## src/rtl/serial_adder.sv

```systemverilog
`default_nettype none
// ============================================================================
//  Module      : serial_adder (with leaf cell fulladder)
//  Description : Bit-serial adder. Captures two WIDTH-bit operands and a
//                carry-in on start, then adds LSB-first through a single
//                full-adder cell, one bit per clock, keeping the cell's carry
//                in a flop between bits. The parallel result is presented
//                with a one-cycle done pulse WIDTH cycles after acceptance.
//  Ports       : clk   - rising-edge clock
//                rst   - asynchronous, active-high reset
//                start - request, sampled only while idle
//                a, b  - WIDTH-bit operands, captured on accepted start
//                cin   - carry-in, captured on accepted start
//                busy  - high while an addition is in progress
//                done  - one-cycle pulse when sum/cout update
//                sum   - registered result, held until the next done
//                cout  - registered carry-out, held until the next done
//  Revision    : 1.0 - initial release
// ============================================================================

// ----------------------------------------------------------------------------
//  fulladder : single-bit full adder cell, purely combinational.
// ----------------------------------------------------------------------------
module fulladder (
    input  logic a,
    input  logic b,
    input  logic c,
    output logic sum,
    output logic carry
);
    assign sum   = a ^ b ^ c;
    assign carry = (a & b) | (c & (a ^ b));
endmodule

// ----------------------------------------------------------------------------
//  serial_adder : top level.
// ----------------------------------------------------------------------------
module serial_adder #(
    parameter int WIDTH = 8
) (
    input  logic             clk,
    input  logic             rst,
    input  logic             start,
    input  logic [WIDTH-1:0] a,
    input  logic [WIDTH-1:0] b,
    input  logic             cin,
    output logic             busy,
    output logic             done,
    output logic [WIDTH-1:0] sum,
    output logic             cout
);

    localparam int            CW   = $clog2(WIDTH + 1);
    localparam logic [CW-1:0] LAST = CW'(WIDTH - 1);

    localparam logic [0:0] IDLE  = 1'b0;
    localparam logic [0:0] SHIFT = 1'b1;

    logic [0:0]       state;
    logic [WIDTH-1:0] sa;
    logic [WIDTH-1:0] sb;
    logic [WIDTH-1:0] sr;
    logic             cy;
    logic [CW-1:0]    cnt;

    logic             fa_sum;
    logic             fa_carry;
    logic [WIDTH-1:0] sr_next;

    fulladder u_fa (
        .a     (sa[0]),
        .b     (sb[0]),
        .c     (cy),
        .sum   (fa_sum),
        .carry (fa_carry)
    );

    // New bits enter at the MSB so that after WIDTH shifts bit 0 of the
    // result sits at sr[0]; the oldest bit drops off the bottom each cycle.
    assign sr_next = {fa_sum, sr[WIDTH-1:1]};

    // sr[0] is always shifted out before it could matter.
    logic unused_sr_lsb;
    assign unused_sr_lsb = sr[0];

    assign busy = (state == SHIFT);

    always_ff @(posedge clk or posedge rst) begin
        if (rst) begin
            state <= IDLE;
            sa    <= '0;
            sb    <= '0;
            sr    <= '0;
            cy    <= 1'b0;
            cnt   <= '0;
            done  <= 1'b0;
            sum   <= '0;
            cout  <= 1'b0;
        end else begin
            done <= 1'b0;
            case (state)
                IDLE: begin
                    if (start) begin
                        sa    <= a;
                        sb    <= b;
                        cy    <= cin;
                        cnt   <= '0;
                        sr    <= '0;
                        state <= SHIFT;
                    end
                end
                SHIFT: begin
                    sr  <= sr_next;
                    sa  <= {1'b0, sa[WIDTH-1:1]};
                    sb  <= {1'b0, sb[WIDTH-1:1]};
                    cy  <= fa_carry;
                    cnt <= cnt + CW'(1);
                    // Final bit: publish the assembled word together with
                    // the carry produced by this very bit.
                    if (cnt == LAST) begin
                        sum   <= sr_next;
                        cout  <= fa_carry;
                        done  <= 1'b1;
                        state <= IDLE;
                    end
                end
                default: state <= IDLE;
            endcase
        end
    end

endmodule
`default_nettype wire

```

## config.mk

```make
export PLATFORM = sky130hd
export DESIGN_NAME = serial_adder
export DESIGN_NICKNAME = d
export VERILOG_FILES = /design/src/rtl/serial_adder.sv
export SDC_FILE = /design/constraint.sdc
export NUM_CORES = 1
export LEC_CHECK = 0
export CORE_MARGIN = 8
export CORE_UTILIZATION = 54
export DETAILED_ROUTE_END_ITERATION = 8
export GPL_ROUTABILITY_DRIVEN = 0
export GPL_TIMING_DRIVEN = 0
export HOLD_SLACK_MARGIN = 0.12
export PLACE_DENSITY = 0.82
export SLEW_MARGIN = 20
export SYNTH_ARGS = -nofsm -noshare
export SYNTH_HDL_FRONTEND = slang
export SYNTH_HIERARCHICAL = 1
export SYNTH_SLANG_ARGS = --single-unit
```

## constraint.sdc

```tcl
create_clock -name clk -period 2 [get_ports clk]
set_input_delay 0.5 -clock clk [delete_from_list [all_inputs] [get_ports clk]]
set_output_delay 0.5 -clock clk [all_outputs]
set_load 0.01 [all_outputs]
```

* After elaboration in Yosys (flattened, before gate mapping)
Cells that the tools add are included.
** Word-level totals
- Input port bits :: 20
- Output and inout bits :: 11
- Register bits after elaboration :: 40
- Word-level logic and storage cells :: 34
** Operators by class
- Muxes and demuxes :: 15
- Eq/ne operators :: 2
- Bitwise operators :: 6
- $add $sub $neg :: 1
- Reduce and logical (&&, ||, !) cells :: 1
** Operators with widths (count)
- 8-bit one-hot mux with 2 select lines :: 3
- 8-bit two-way mux :: 3
- 4-bit one-hot mux with 2 select lines :: 1
- 1-bit two-way mux :: 5
- 4-bit by 1-bit adder with 4-bit output, second input constant :: 1
- 4-bit by 3-bit equality test with 1-bit output, second input constant :: 1
- 4-bit two-way mux :: 1
- 1-bit one-hot mux with 2 select lines :: 2
- 1-bit bitwise AND :: 2
- 2-bit != test, second input constant :: 1
- 2-bit AND reduction :: 1
- 1-bit bitwise XOR :: 2
- 1-bit inverter :: 1
- 1-bit OR :: 1

* Depth between registers and ports, before layout
Gate-level depths: netlist (run 1).
- Word-level depth :: 4
- Depth in mapped cells :: 5
- Mapped depth without buffers :: 4

* Hierarchy
Netlist (run 1), hierarchy kept.
** Modules (own cells, without submodules)
- serial_adder :: cells an instance 145, area each 1666.6 um^2, seq. area each 975.9 um^2, instances 1
- fulladder :: cells an instance 1, area each 20.0 um^2, seq. area each 0.0 um^2, instances 1

* Worst setup path after synthesis (run 1)
No wires, ideal clock.
- Path type :: flip-flop to flip-flop
- Start :: register cnt[0]
- End :: register cout
- Clock period less this slack :: 1.246 ns
- Stages on the path, launching flop included :: 4
- Setup slack :: 0.754 ns
- Required time :: 1.875 ns
- Setup time :: 0.125 ns
- Arrival time :: 1.121 ns
- Buffers on the path :: 0
- Path through :: dfrtp_1 ha_1 nand4b_4 mux2_2
** Between the ends
- Cells in the longest elaborated chain, start to end :: 2
** RTL lines
- start, declared :: line 64 : logic [CW-1:0] cnt;
- start signal, assigned :: line 117 : cnt <= cnt + CW'(1);
- 4-bit by 3-bit equality test with 1-bit output :: line 120 : if (cnt == LAST) begin
- 2-bit AND reduction (no line)
- end signal, assigned :: line 122 : cout <= fa_carry;
- end, declared :: line 50 : output logic cout
No other way between the ends.
A chain may end at the register's enable or synchronous reset.

* Worst setup path after layout (run 1)
- Start :: register sum[3]
- End :: output sum[3]
** RTL lines
- start, declared :: line 49 : output logic [WIDTH-1:0] sum,
- start signal, assigned :: line 121 : sum <= sr_next;
No word-level cell between the ends.

==> reports/results.txt, run 1 <==
Sequence of cells on the critical path = clkdlybuf4s50_1
Number of global-route vias before repair = 1185
Final layout net count = 205
Detailed placement HPWL = 2.36 mm
Clock Skews = 11.8 ps
Most frequently used cell type in the post-synthesis netlist = dfrtp_1
Count of H-tree levels built during CTS = 2
Width of the die = 71.9 µm
Fraction of synthesized cell area in xor and xnor cells = 0
Share of the synthesized area in the top cell type = 0.579
NetSw = 887 µW
Time the final worst path needs with I/O delays and setup = 1760 ps
Netlist area before placement = 1690 µm²
Ports = 31
Arithmetic-cell share of the synthesized area counting full adders, half adders and majority gates = 0.0193
Cell types with the highest counts after synthesis = 39 x dfrtp_1, 26 x o21ai_0, 24 x nand2_1, 17 x mux2i_1, 10 x mux2_2
Placed cell count = 209
Total routed wirelength = 3.14 mm
Synth Area in Compound Gates = 0.0772
Row cnt = 20
Async set-or-reset flop fraction in the synthesized netlist = 1.00
DRT antenna net count = 0
Initial Util = 0.562
Leading post-synthesis cells by cell area = dfrtp_1 58%, mux2i_1 10%, o21ai_0 7.7%
Arrival time at the worst endpoint = 1260 ps
Synth cell types = 18
Area of the core region = 3000 µm²
Library cell contributing the largest single delay on the critical path = clkdlybuf4s50_1
Startpoint class of the critical path = flip-flop
First-pass GRT wire length = 5.38 mm
Crit path buffers/inverters = 1
Vias = 1145
Clock latency on the worst-skew pair = 340 ps
Number of sinks on the clock net = 39
Antenna cell count = 0
Number of storage elements in the synthesis netlist = 39
Post-layout util = 0.708
Placed cell areas = 2040 µm²
Vias per cell = 5.28
Sequential Area = 976 µm²
# resized after CTS = 0
Number of buffer cells added on primary ports = 29
Largest delay contributor family on the critical path = buffers and inverters
RSZ-0062 raised after global routing = false
Combinational group share of total power = 0.349
Total area of multi-input combinational cells = 648 µm²
Net Count, Synth = 168
Total Routing Usage GR = 0.132
Metal-1 WL = 1.44 mm
Worst Setup End Kind = primary output
Post-synthesis cell type with the largest combined area = dfrtp_1
Clock share of power = 0.194
Die ar. = 5170 µm²
Detail Route met3 WL = 169 µm
Number of clock buffers inserted by TritonCTS = 5
Hold slack final = 419 ps
Number of flops mapped to enable cells by yosys = 0
Pwr/cell area = 1310 nW/µm²
Relative max-transition margin = 0.763
Count of maximum capacitance violations = 0
Number of endpoints with negative hold slack in the final report = 0
Share of total power in sequential cells = 0.457
Largest net degree at the start of global routing = 29
Upper clock frequency limit = 568 MHz
Drc violations = 0
Internal power consumption = 1910 µW
Uppermost signal routing layer after detailed routing = met4
Met2 wirelength from detailed routing = 1.49 mm
Number of buffers inserted to repair setup after CTS = 0
Total non-filler cell area in the finished layout = 2120 µm²
Avg Synthesized Cell Area = 11.6 µm²
Depth of the worst register-to-register path = 3
Pre-antenna DRT Iters = 4
Area growth, synth to finish = 26.0%
Post-synthesis mux area share = 0.168
TritonCTS clock tree = built
Syn Inst Count = 146
Switching share of power = 0.317
Portion of the clock cycle consumed by the worst path in the final layout = 0.880
Syn. warnings = 6
Total of fill cells in the finished design = 243
Clock Tree Root = clkbuf_4
Maximum cell stage delay along the critical path = 550 ps
Simple-gate share of the synthesized area = 0.120
GR Overflow Total = 0
Launch instance of the worst register-to-register path = cnt[0]
Die outline height = 71.9 µm
Hold-fix buffer count after cts = 0
Largest family of logic cells by synthesized area = multiplexers
Max Transition Viols Final = 0
Worst-margin pin slew = 356 ps
Share of the yosys chip area belonging to registers = 0.579
Clock tree buffer depth = 2
Result of the run = completed
Critical path class = flip-flop to primary output
Number of antenna violations at the first check in global routing = 0
Worst Path Max Fanout = 2
Required time of the critical path = 1500 ps
Final Instance Count excl. Fillers = 217
Wire length per cell after detailed routing = 14.5 µm
1st-iter DRT viols = 50
Static leakage power = 0.000991 µW
Clk pin slew, worst setup/hold paths = 110 ps
Final-layout setup total negative slack = 0 ps
Commonest register cell after synthesis = dfrtp_1
Class of the worst hold path = input port to async pin
Endpoint of the worst-slack reg-to-reg timing path = cout
FF-to-FF setup slack = 680 ps
Share of layout cells above drive strength 1 = 0.158
IR drop worst, VDD = 0.000789 V
Number of endpoints failing setup at the final stage = 0
[stage by stage]
step	power, µW	setup WS [ps]
after floorplan	1880	611
after global placement	2220	-163
after detailed placement	2290	608
after CTS	2840	205
after global routing	3000	170
final	2790	240
[how the worst max path moves through the flow]
stage,startpoint,end,cells after the start,slack (ps)
floorplan,rst,busy,1,610
global placement,rst,sa[2],2,-160
detailed placement,sum[3],sum[3],1,610
CTS,sum[3],sum[3],1,210
global route,sum[3],sum[3],1,170
finish,sum[3],sum[3],1,240
[cells in the final DEF, fill, tap and decap left out, types with 2 or more instances in the layout]
cell type	count
nor2_1	4
nand2b_1	9
buf_2	5
buf_4	2
clkdlybuf4s50_1	29
mux2i_1	17
clkbuf_4	5
dfrtp_1	39
mux2_2	10
nand2_1	24
o21ai_0	26
[power groups by stage]
stage,Sequential (µW),Clock [µW],Combinational (µW)
2_1_floorplan,1300,0,581
3_3_place_gp,1280,0,948
3_5_place_dp,1290,0,998
4_1_cts,1280,559,999
5_1_grt,1310,581,1110
6_report,1280,542,976
[layer usage]
metal	vias up	track usage
met1	542	0.152
li1	567	-
met2	30	0.221
met5	-	0
met4	0	0.0340
met3	6	0.0558
[cell families after synthesis]
group / Yosys count
buffers and inverters: 11
adders and majority gates: 2
AOI/OAI and AO/OA: 26
DFF: 39
and+or+nand+nor: 41
muxes: 27
[sequential cells by signal (all words and copies together) (netlist names)]
register  flops
done          1
cout          1
sb            8
cnt           4
sa            8
sum           8
cy            1
busy          1
sr            7
[cell type report]
cell class | count | area share
Clock inverter | 2 | 0.0165
Timing Repair Buffer | 30 | 0.146
Multi-Input combinational cell | 96 | 0.305
Clock buffer | 6 | 0.0241
Sequential cell | 39 | 0.459
Inverter | 2 | 0.00353
Tap cell | 33 | 0.0194
Buffer | 9 | 0.0259
Note: power is estimated with default switching activity, not from simulation.
==> run 2, diff against run 1 <==
--- a/config.mk
+++ b/config.mk
@@ -6,12 +6,11 @@
 export NUM_CORES = 1
 export LEC_CHECK = 0
 export CORE_MARGIN = 8
-export CORE_UTILIZATION = 54
+export CORE_UTILIZATION = 35
 export DETAILED_ROUTE_END_ITERATION = 8
 export GPL_ROUTABILITY_DRIVEN = 0
 export GPL_TIMING_DRIVEN = 0
 export HOLD_SLACK_MARGIN = 0.12
-export PLACE_DENSITY = 0.82
 export SLEW_MARGIN = 20
 export SYNTH_ARGS = -nofsm -noshare
 export SYNTH_HDL_FRONTEND = slang
==> reports/results.txt, run 2 (synthesis gave the netlist of run 1 again) <==
Class of the worst hold path = flip-flop to flip-flop
Combinational group share of total power = 0.354 (+0.005)
Die outline height = 85.4 µm (+19%)
Result of the run = completed
Post-layout util = 0.459 (-0.249)
Critical path class = flip-flop to primary output
Hold path startpoint = sa[4]
Max Transition Viols Final = 0 (unchanged)
Wire length per cell after detailed routing = 14.2 µm (-2.0%)
Area of the core region = 4690 µm² (+56%)
Count of maximum capacitance violations = 0 (unchanged)
Largest net degree at the start of global routing = 23 (-21%)
Share of total power in sequential cells = 0.465 (+0.008)
# resized after CTS = 0 (unchanged)
Area growth, synth to finish = 27.7%
GR Overflow Total = 0 (unchanged)
Number of buffer cells added on primary ports = 29 (unchanged)
RSZ-0062 raised after global routing = false
NetSw = 897 µW (+1.2%)
Portion of the clock cycle consumed by the worst path in the final layout = 0.839 (-0.0403)
Sequential Area = 976 µm² (unchanged)
Number of global-route vias before repair = 1295 (+9.3%)
Number of clock buffers inserted by TritonCTS = 5 (unchanged)
Ports = 31 (unchanged)
Total Routing Usage GR = 0.102 (-0.0298)
Worst Setup End Kind = primary output
Hold Path Cell Cnt = 2
1st-iter DRT viols = 63 (+26%)
Maximum cell stage delay along the critical path = 540 ps (about the same)
Total routed wirelength = 3.37 mm (+7.5%)
Final Instance Count excl. Fillers = 238 (+9.7%)
Drc violations = 0 (unchanged)
Static leakage power = 0.000988 µW (-0.28%)
Switching share of power = 0.326 (+0.00821)
Clock share of power = 0.181 (-0.013)
Sequence of cells on the critical path = clkdlybuf4s50_1
Library cell contributing the largest single delay on the critical path = clkdlybuf4s50_1
Depth of the worst register-to-register path = 3 (unchanged)
Number of antenna violations at the first check in global routing = 0 (unchanged)
Worst Path Max Fanout = 2 (unchanged)
Launch instance of the worst register-to-register path = cnt[0]
DRT antenna net count = 0 (unchanged)
Top Registers = sa x8, sb x8, sum x8
First-pass GRT wire length = 5.89 mm (+9.6%)
Commonest cells after routing, fill and taps aside = 39 x dfrtp_1, 29 x clkdlybuf4s50_1, 26 x o21ai_0
Vias per cell = 4.92 (-6.8%)
Number of sinks on the clock net = 39 (unchanged)
Total of fill cells in the finished design = 431 (+77%)
Vias = 1170 (+2.2%)
Worst-margin pin slew = 431 ps (+75.2 ps)
Detailed placement HPWL = 2.53 mm (+6.9%)
Hold-fix buffer count after cts = 0 (unchanged)
Clock latency on the worst-skew pair = 290 ps (-50 ps)
Pwr/cell area = 1280 nW/µm² (-2.7%)
Clock tree buffer depth = 2 (unchanged)
FF-to-FF setup slack = 650 ps (-30 ps)
Final layout net count = 205 (unchanged)
Worst slack after detailed placement = 631 ps (+22.5 ps)
Count of H-tree levels built during CTS = 2 (unchanged)
IR drop worst, VDD = 0.000408 V (-48%)
Startpoint class of the critical path = flip-flop
Pre-antenna DRT Iters = 4 (unchanged)
Width of the die = 85.4 µm (+19%)
Arrival time at the worst endpoint = 1180 ps (-80 ps)
Number of buffers inserted to repair setup after CTS = 0 (unchanged)
Smallest setup slack after layout = 321 ps (+80.6 ps)
Endpoint of the worst-slack reg-to-reg timing path = cout
Antenna cell count = 0 (unchanged)
Initial Util = 0.359 (-0.202)
Number of endpoints with negative hold slack in the final report = 0 (unchanged)
Share of layout cells above drive strength 1 = 0.147 (-0.0109)
Number of endpoints failing setup at the final stage = 0 (unchanged)
Internal power consumption = 1860 µW (-2.6%)
Clock Tree Root = clkbuf_8
Clk pin slew, worst setup/hold paths = 70 ps (-40 ps)
Die ar. = 7300 µm² (+41%)
TritonCTS clock tree = built
Terminating pin of the worst hold path = sa[3]
Time the final worst path needs with I/O delays and setup = 1680 ps (-80.6 ps)
Most common library cell in the layout ignoring fill and taps = dfrtp_1
Relative max-transition margin = 0.712 (-0.0506)
Upper clock frequency limit = 596 MHz (+4.8%)
Largest delay contributor family on the critical path = buffers and inverters
Placed cell count = 230 (+10%)
Required time of the critical path = 1500 ps (about the same)
Crit path buffers/inverters = 1 (unchanged)
Total area of multi-input combinational cells = 648 µm² (unchanged)
Clock Skews = 6.94 ps (-4.90 ps)
Row cnt = 25 (+25%)
run 2: cell count changes in the layout (fill, tap and decap cells not counted), sizes merged:
cell / change
bufinv: -1
clkbuf: +1
run 2: layout make-up:
| cell class | instances | share of cell area |
|---|---|---|
| inverter | 2 | 0.00349 |
| tap | 54 | 0.0314 |
| buffer | 9 | 0.0256 |
| clock inverter | 1 | 0.00232 |
| timing repair buffer | 30 | 0.148 |
| multi-input combinational | 96 | 0.301 |
| sequential | 39 | 0.453 |
| clock buffer | 7 | 0.0354 |
run 2: stage by stage:
stage	hold slack, ps	instance area (µm²)	TNS, ps	power (µW)
floorplan	449	1690	0	1880
finish	488	2150	0	2750
CTS	492	2150	0	2810
global route	517	2150	0	3000
detailed placement	472	2070	0	2300
global placement	465	2040	-8120	2240
run 2: power groups by stage:
| stage | registers [µW] | clock network [µW] | logic, µW |
|---|---|---|---|
| 5_1_grt | 1320 | 564 | 1110 |
| 2_1_floorplan | 1300 | 0 | 581 |
| 3_5_place_dp | 1300 | 0 | 1000 |
| 3_3_place_gp | 1280 | 0 | 958 |
| 4_1_cts | 1290 | 526 | 1000 |
| 6_report | 1280 | 499 | 976 |
run 2: worst max-delay path by stage:
stage          endpoint   start  cells past startpoint  slack (ps)
2_1_floorplan      busy     rst                      1         610
3_3_place_gp      sa[3]     rst                      2        -210
3_5_place_dp     sum[3]  sum[3]                      1         630
4_1_cts            busy    busy                      1         300
5_1_grt          sum[5]  sum[5]                      1         260
6_report           busy    busy                      1         320
run 2: worst min-delay path, stage by stage (launching register included):
cell and delay, ps:
dfrtp_1 350, nand2_1 50, o21ai_0 60
run 2: routing by layer:
metal / GRT usage / routed length [µm] / share of wire
met1: 0.118 / 1640 / 0.49
met2: 0.168 / 1540 / 0.46
met5: 0 / 0 / 0
met3: 0.0415 / 157 / 0.047
met4: 0.0334 / 40 / 0.012
==> run 3, diff against run 2 <==
==> constraint.sdc (replaced) <==
create_clock -name clk -period 1.45 [get_ports clk]
set_input_delay 0.3625 -clock clk [delete_from_list [all_inputs] [get_ports clk]]
set_output_delay 0.3625 -clock clk [all_outputs]
set_load 0.01 [all_outputs]
==> reports/results.txt, run 3 (synthesis gave the netlist of run 1 again) <==
# resized after CTS = 11 (+11)
Count of maximum capacitance violations = 0 (unchanged)
Combinational group share of total power = 0.339 (-0.015)
Critical path class = flip-flop to flip-flop
Antenna cell count = 0 (unchanged)
TritonCTS clock tree = built
FF-to-FF setup slack = 100 ps (-550 ps)
Number of buffer cells added on primary ports = 29 (unchanged)
Post-layout util = 0.456 (-0.00293)
First-pass GRT wire length = 5.91 mm (+0.24%)
Total Routing Usage GR = 0.103 (+0.000203)
Clock Tree Root = clkbuf_8
Drc violations = 0 (unchanged)
Row cnt = 25 (unchanged)
Hold-fix buffer count after cts = 0 (unchanged)
Number of clock buffers inserted by TritonCTS = 5 (unchanged)
Largest net degree at the start of global routing = 23 (unchanged)
Number of endpoints with negative hold slack in the final report = 0 (unchanged)
Clock Skews = 6.94 ps (unchanged)
Pwr/cell area = 1730 nW/µm² (+35%)
DRT antenna net count = 0 (unchanged)
Vias = 1171 (+0.085%)
Clock tree buffer depth = 2 (unchanged)
GR Overflow Total = 0 (unchanged)
Final layout net count = 205 (unchanged)
Met3 track demand over resource = 0.0415 (unchanged)
1st-iter DRT viols = 63 (unchanged)
Most common library cell in the layout ignoring fill and taps = dfrtp_1
Startpoint class of the critical path = flip-flop
Worst Setup End Kind = flip-flop
Area of the core region = 4690 µm² (unchanged)
Endpoint of the worst-slack reg-to-reg timing path = cout
Clock latency on the worst-skew pair = 290 ps (about the same)
Peak-usage layer in the global routing report = met2
Pre-antenna DRT Iters = 4 (unchanged)
Time the final worst path needs with I/O delays and setup = 1350 ps
Depth of the worst register-to-register path = 3 (unchanged)
Commonest cells after routing, fill and taps aside = 39 x dfrtp_1, 26 x o21ai_0, 24 x nand2_1
Met2 capacity usage during global routing = 0.168 (unchanged)
Worst-margin pin slew = 431 ps (-0.0732 ps)
Number of endpoints failing setup at the final stage = 0 (unchanged)
Number of sinks on the clock net = 39 (unchanged)
RSZ-0062 raised after global routing = false
Internal power consumption = 2470 µW (+33%)
Ports = 31 (unchanged)
Total non-filler cell area in the finished layout = 2140 µm² (-0.64%)
Clk pin slew, worst setup/hold paths = 70 ps (about the same)
Class of the worst hold path = input port to async pin
Number of antenna violations at the first check in global routing = 0 (unchanged)
Result of the run = completed
Switching share of power = 0.333 (+0.00702)
Arrival time at the worst endpoint = 1520 ps (+340 ps)
Number of global-route vias before repair = 1295 (unchanged)
Total power consumption of the routed design = 3700 µW (+34%)
Max Transition Viols Final = 0 (unchanged)
Width of the die = 85.4 µm (unchanged)
Die outline height = 85.4 µm (unchanged)
Area growth, synth to finish = 26.9%
IR drop worst, VDD = 0.000559 V (+37%)
Detailed placement HPWL = 2.53 mm (unchanged)
Portion of the clock cycle consumed by the worst path in the final layout = 0.933
Required time of the critical path = 1620 ps (+120 ps)
Wire length per cell after detailed routing = 14.2 µm (about the same)
Clock share of power = 0.186 (+0.005)
Upper clock frequency limit = 739 MHz
Placed cell areas = 2070 µm² (unchanged)
Relative max-transition margin = 0.712 (about the same)
Met1 usage in global routing = 0.119 (+0.000581)
Share of layout cells above drive strength 1 = 0.147 (unchanged)
Initial Util = 0.359 (unchanged)
Vias per cell = 4.92 (about the same)
Launch instance of the worst register-to-register path = cnt[0]
Number of buffers inserted to repair setup after CTS = 0 (unchanged)
Worst Path Max Fanout = 10 (+8)
Die ar. = 7300 µm² (unchanged)
Top Registers = sa x8, sb x8, sum x8
NetSw = 1230 µW (+37%)
Static leakage power = 0.00102 µW (+3.5%)
Share of total power in sequential cells = 0.475 (+0.010)
Total routed wirelength = 3.38 mm (about the same)
Count of H-tree levels built during CTS = 2 (unchanged)
==> run 3: cell count changes in the layout (fill, tap and decap cells not counted) <==
cell	previous run	this run
dlygate4sd2_1	0	11
clkdlybuf4s50_1	29	18
==> run 3: final cells by class <==
cell class | instances | area [µm²]
inverters | 2 | 7.51
clock buffers | 7 | 76.3
repair buffers | 30 | 304
multi-input cells | 96 | 648
fillers | 436 | 2550
plain buffers | 9 | 55.1
well taps | 54 | 67.6
clock inverters | 1 | 5.00
flip-flops and latches | 39 | 976
==> run 3: worst max path at each step <==
| stage | startpoint | endpoint |
|---|---|---|
| after floorplan | rst | busy |
| after global placement | rst | sa[3] |
| after detailed placement | cnt[0] | cout |
| after CTS | cnt[0] | cout |
| after global routing | cnt[0] | cout |
| final | cnt[0] | cout |
==> run 3: per-layer routing <==
metal | wire length (µm) | part of all wire
met4 | 40 | 0.012
met2 | 1540 | 0.46
met5 | 0 | 0
met3 | 149 | 0.044
met1 | 1650 | 0.49
==> run 3: power by group through the flow <==
stage / clock network, µW / logic (µW) / registers, µW
2_1_floorplan: 0 / 801 / 1790
3_3_place_gp: 0 / 1320 / 1770
3_5_place_dp: 0 / 1380 / 1790
4_1_cts: 726 / 1290 / 1770
5_1_grt: 778 / 1440 / 1820
6_report: 688 / 1260 / 1760
==> run 3: metrics by stage <==
stage                     cells  hold WS, ps  setup WS, ps  TNS [ps]
final                       238          390          97.6         0
after global routing        238          422          28.7         0
after CTS                   238          407          85.3         0
after detailed placement    230          472           103         0
after global placement      229          465          -622    -24210
after floorplan             146          449           198         0
==> run 3: worst max-delay path, cell delays in order (launching register included) <==
cell	delay (ps)
dfrtp_1	410
ha_1	260
nand4b_4	200
mux2_2	360
